[src/rtl/cpu_mem_pkg.sv]
// Shared definitions for the CPU-side memory access path and the RAM block.
// Size encodings are common to both sides of the RAM port.
package cpu_mem_pkg;

  localparam logic [1:0] SIZE_BYTE = 2'd1;
  localparam logic [1:0] SIZE_HALF = 2'd2;

  localparam int unsigned RAM_DEPTH_DEFAULT = 2048;

  typedef enum logic [1:0] {
    IDLE  = 2'd0,
    ISSUE = 2'd1,
    READ  = 2'd2,
    DONE  = 2'd3
  } mau_state_t;

endpackage

[src/rtl/mem_req_check.sv]
// Combinational legality check of a request's size and address against the RAM range.
module mem_req_check import cpu_mem_pkg::*; #(
  parameter int unsigned ADDR_W    = 16,
  parameter int unsigned RAM_DEPTH = RAM_DEPTH_DEFAULT
) (
  input  logic [1:0]        size_i,
  input  logic [ADDR_W-1:0] addr_i,
  output logic              legal_o
);

  logic [31:0] addr_ext;
  assign addr_ext = 32'(addr_i);

  always_comb begin
    legal_o = 1'b0;
    case (size_i)
      SIZE_BYTE: legal_o = (addr_ext < RAM_DEPTH);
      // Both bytes of a halfword must fall inside the RAM.
      SIZE_HALF: legal_o = (RAM_DEPTH >= 32'd2) && (addr_ext <= RAM_DEPTH - 32'd2);
      default:   legal_o = 1'b0;
    endcase
  end

endmodule

[src/rtl/mem_access_unit.sv]
// Initiator side of the byte-addressed RAM port: one CPU load/store at a time,
// with range/size checking and byte zero/sign extension of load data.
module mem_access_unit import cpu_mem_pkg::*; #(
  parameter int unsigned ADDR_W    = 16,
  parameter int unsigned DATA_W    = 16,
  parameter int unsigned RAM_DEPTH = RAM_DEPTH_DEFAULT
) (
  input  logic              I_clk,
  input  logic              I_reset,
  input  logic              I_req_valid,
  output logic              O_req_ready,
  input  logic              I_req_write,
  input  logic [1:0]        I_req_size,
  input  logic              I_req_signed,
  input  logic [ADDR_W-1:0] I_req_addr,
  input  logic [DATA_W-1:0] I_req_wdata,
  output logic              O_resp_valid,
  output logic              O_resp_err,
  output logic [DATA_W-1:0] O_resp_data,
  output logic              O_ram_enable,
  output logic              O_ram_write,
  output logic [1:0]        O_ram_size,
  output logic [ADDR_W-1:0] O_ram_addr,
  output logic [DATA_W-1:0] O_ram_data,
  input  logic [DATA_W-1:0] I_ram_data
);

  mau_state_t        state_q, state_d;
  logic              req_signed_q;
  logic              ram_enable_q, ram_write_q;
  logic [1:0]        ram_size_q;
  logic [ADDR_W-1:0] ram_addr_q;
  logic [DATA_W-1:0] ram_data_q;
  logic              resp_valid_q, resp_err_q;
  logic [DATA_W-1:0] resp_data_q;

  logic              req_legal;
  logic              accept;
  logic [DATA_W-1:0] load_ext;

  mem_req_check #(
    .ADDR_W    (ADDR_W),
    .RAM_DEPTH (RAM_DEPTH)
  ) u_check (
    .size_i  (I_req_size),
    .addr_i  (I_req_addr),
    .legal_o (req_legal)
  );

  assign accept = (state_q == IDLE) && I_req_valid;

  always_comb begin
    load_ext = I_ram_data;
    if (ram_size_q == SIZE_BYTE) begin
      load_ext = {{(DATA_W-8){req_signed_q & I_ram_data[7]}}, I_ram_data[7:0]};
    end
  end

  always_comb begin
    state_d = state_q;
    case (state_q)
      IDLE:    if (I_req_valid) state_d = req_legal ? ISSUE : DONE;
      ISSUE:   state_d = ram_write_q ? DONE : READ;
      READ:    state_d = DONE;
      DONE:    state_d = IDLE;
      default: state_d = IDLE;
    endcase
  end

  always_ff @(posedge I_clk) begin
    if (!I_reset) begin
      state_q      <= IDLE;
      req_signed_q <= 1'b0;
      ram_enable_q <= 1'b0;
      ram_write_q  <= 1'b0;
      ram_size_q   <= 2'd0;
      ram_addr_q   <= '0;
      ram_data_q   <= '0;
      resp_valid_q <= 1'b0;
      resp_err_q   <= 1'b0;
      resp_data_q  <= '0;
    end else begin
      state_q <= state_d;
      case (state_q)
        IDLE: begin
          if (accept) begin
            resp_err_q  <= ~req_legal;
            resp_data_q <= '0;
            // Illegal requests bypass the RAM entirely; O_ram_* keep their old values.
            if (req_legal) begin
              ram_enable_q <= 1'b1;
              ram_write_q  <= I_req_write;
              ram_size_q   <= I_req_size;
              ram_addr_q   <= I_req_addr;
              ram_data_q   <= I_req_wdata;
              req_signed_q <= I_req_signed;
            end else begin
              resp_valid_q <= 1'b1;
            end
          end
        end
        ISSUE: begin
          ram_enable_q <= 1'b0;
          if (ram_write_q) resp_valid_q <= 1'b1;
        end
        READ: begin
          resp_data_q  <= load_ext;
          resp_valid_q <= 1'b1;
        end
        DONE: begin
          resp_valid_q <= 1'b0;
        end
        default: begin
          ram_enable_q <= 1'b0;
          resp_valid_q <= 1'b0;
        end
      endcase
    end
  end

  assign O_req_ready  = (state_q == IDLE);
  assign O_resp_valid = resp_valid_q;
  assign O_resp_err   = resp_err_q;
  assign O_resp_data  = resp_data_q;
  assign O_ram_enable = ram_enable_q;
  assign O_ram_write  = ram_write_q;
  assign O_ram_size   = ram_size_q;
  assign O_ram_addr   = ram_addr_q;
  assign O_ram_data   = ram_data_q;

endmodule

[config.mk]
export PLATFORM = sky130hd
export DESIGN_NAME = mem_access_unit
export DESIGN_NICKNAME = d
export VERILOG_FILES = /design/src/rtl/cpu_mem_pkg.sv /design/src/rtl/mem_req_check.sv /design/src/rtl/mem_access_unit.sv
export SDC_FILE = /design/constraint.sdc
export NUM_CORES = 1
export LEC_CHECK = 0
export ABC_AREA = 1
export CORE_MARGIN = 2
export CORE_UTILIZATION = 37
export DETAILED_ROUTE_END_ITERATION = 16
export GPL_ROUTABILITY_DRIVEN = 0
export PLACE_DENSITY = 0.87
export SYNTH_ARGS = -nofsm -noshare
export SYNTH_HDL_FRONTEND = slang
export SYNTH_SLANG_ARGS = --single-unit
[constraint.sdc]
create_clock -name I_clk -period 1.6 [get_ports I_clk]
set_input_delay 0.32 -clock I_clk [delete_from_list [all_inputs] [get_ports I_clk]]
set_output_delay 0.32 -clock I_clk [all_outputs]
set_load 0.01 [all_outputs]
==> impl_results.md <==
* Final net count at 544
* CP max-delay cell: clkdlybuf4s50_1
* Switch Pwr at 1161 uW
* Slew Limit Fails at 0
* Clock period minus worst slack at 1.565 ns
* Worst slew pin tran at 0.2685 ns
* CP arrival at 1.24 ns
* Die X at 84.45 um
* Drt via density at 4.567
* Number of synthesized register bits at 57
* Dpl ws at -0.6217 ns
* Area Overhead vs Synth at 77.53%
* Dpl hpwl at 4814 um
* Leak at 0.002119 uW
* Largest stage delay on the critical path at 0.55 ns
* Comb pwr share at 28.0%
* Final-report setup violation count at 0
* Crit path max-delay family: buffers and inverters
* Vias in the first global route at 2,419
* Worst min-delay path category: input pin to flop
* Root Driver: clkbuf_8
* Leading area contributor after synthesis: dfxtp_1
* Crit path max fanout at 2
* Syn_nets at 405
* Final hold vios at 0
* Die area at 7132 um2
* Initial core utilization at 37.93%
* CP startpoint kind: flop
* Net Sw Frac at 28.59%
* Setup ws final at 0.03504 ns
* Clk_lat worst skew at 0.33 ns
* Area share of the largest cell type after synthesis at 47.65%
* Unique masters post-synth at 22
* Clock Skew at 0.007910 ns
* ANT nets after route at 0
* Register area share after synthesis at 47.65%
* DIE HEIGHT at 84.45 um
* Most frequent cells in the layout: nand2_1 (96), clkdlybuf4s50_1 (89), nor2_1 (68)
* H-tree levels at 3
* FMAX at 0.6390 GHz
* Synthesis warning total at 0
* CTS sink cnt at 57
* Top cells by area, synth: dfxtp_1 (48%), nand2_1 (15%), nor2_1 (11%)
* Longest Clk Path Bufs at 2
* Outcome: finished clean
* Via Count at 2,576
* Max Cap Viol at 0
* Maximum VDD drop at 0.0006028 V
* Global Route Usage Sum at 20.78%
* DRC at 0
* Drt total wl at 7657 um
* I/O pin total at 110
* Most common cell after layout, fill and taps aside: nand2_1
* Number of port buffers at 109
* Clock Power Share at 33.5%
* Fin crit share at 97.81%
* Layout cells sized above 1 at 13.35%
* # diodes at 0
* Largest net degree at the start of global routing at 27
* Placed cell count at 537
* Syn avg cell area at 6.962 um2
* Worst Setup End Kind: primary output
* Wire per inst at 13.58 um
* Pwr Density at 955.1 nW/um2
* Cells along the critical path: clkdlybuf4s50_1
* Initial antenna violation count at 0
* Cts bufs inserted at 9
* Flop pwr share at 38.5%
* CTS tree: yes
* Worst hold-check slack at 0.2701 ns
* Pre-antenna DRT Iters at 4
* Site row count at 29
* Drt initial violations at 121
* Syn Inst Count at 344
* Post-Layout Cell Count at 564
* Grt ovf at 0
* Critical path buffers and inverters at 1
* Slew margin rel. at 82.03%
* Post-Synthesis Cell Area at 2395 um2
* Core area at 6314 um2
* Crit path required time at 1.28 ns
* Worst-path clk slew at 0.07 ns
* Crit path kind: flop to primary output
* First-pass GRT wire length at 11,700 um
* P_int at 2900 uW
## sequential cells by signal (all words and copies together), names as in the netlist
name / count
O_ram_addr: 16
O_ram_data: 16
O_ram_enable: 1
O_ram_size: 2
O_ram_write: 1
O_resp_data: 16
O_resp_err: 1
O_resp_valid: 1
req_signed_q: 1
state_q: 2
## worst paths after layout
kind                          startpoint                     endpoint  slack (ns)  depth (start not counted)
max           O_ram_addr[9]$_SDFFE_PN0P_                O_ram_addr[9]        0.04                          1
min                        I_req_addr[4]   O_ram_addr[4]$_SDFFE_PN0P_        0.27                          3
max reg2reg      state_q[0]$_SDFFE_PN0P_   O_ram_addr[9]$_SDFFE_PN0P_        0.08                          9
min reg2reg  O_resp_data[6]$_SDFFE_PN0P_  O_resp_data[6]$_SDFFE_PN0P_        0.46                          2
## worst register-to-register path: stages, from the launching register on
cell and delay [ns]:
dfxtp_1 0.31, inv_1 0.12, ha_4 0.17, buf_4 0.15, nand4_4 0.14, buf_12 0.20
buf_16 0.14, nand2_1 0.05, nand2_1 0.05, nor2_1 0.12
## repair_timing
item | CTS | global route
hold buffers | 0 | 0
gates cloned | 5 | 4
buffers inserted | 2 | 1
setup endpoints to repair | 41 | 47
pin swaps | 2 | 9
resized for setup | 22 | 21
## metal layers
metal,up-vias,routed length [um],global-route usage [%]
li1,1323,-,-
met1,1181,3238,24.77
met2,64,3918,36.00
met3,8,402,5.605
met4,0,97,7.504
met5,-,0,0
## stage by stage
step | area (um2) | power (uW) | utilization [%] | TNS [ns]
2_1_floorplan | 2412 | 2063 | - | -0.07296
3_3_place_gp | 3710 | 2643 | 58.76 | -21.20
3_5_place_dp | 3710 | 2675 | 58.76 | -23.91
4_1_cts | 4101 | 4032 | 64.96 | 0
5_1_grt | 4252 | 4267 | 67.34 | -0.001297
6_report | 4252 | 4061 | 67.34 | 0
## logic make-up after synthesis
family | count (synthesis) | share of synthesized area, %
simple gates | 189 | 31.50
buf+inv | 60 | 10.40
flops | 57 | 47.65
compound gates | 32 | 7.315
fa+ha+maj | 6 | 3.135
## area by class of cell
class	count	area, um2
Clock buffer	12	155.1
Fill cell	513	2062
Inverter	45	173.9
Clock inverter	3	40.04
Multi-Input combinational cell	227	1065
Tap cell	77	96.34
Sequential cell	57	1141
Timing Repair Buffer	143	1580
## power groups by stage
stage          Combinational, uW  Clock [uW]  Sequential, uW
2_1_floorplan                429           0            1630
3_3_place_gp                1050           0            1590
3_5_place_dp                1080           0            1590
4_1_cts                     1090        1370            1560
5_1_grt                     1240        1460            1570
6_report                    1140        1360            1560
## cells in the mapped netlist (all sizes together)
library cell  count
nand2            98
nor2             72
dfxtp            57
inv              44
a21oi            20
nand3            12
buf              10
o21ai             9
ha                6
and3              5
clkbuf            5
a221oi            1
a31oi             1
clkinv            1
nand4             1
nor3              1
o211ai            1
(Power assumes the default switching activity.)
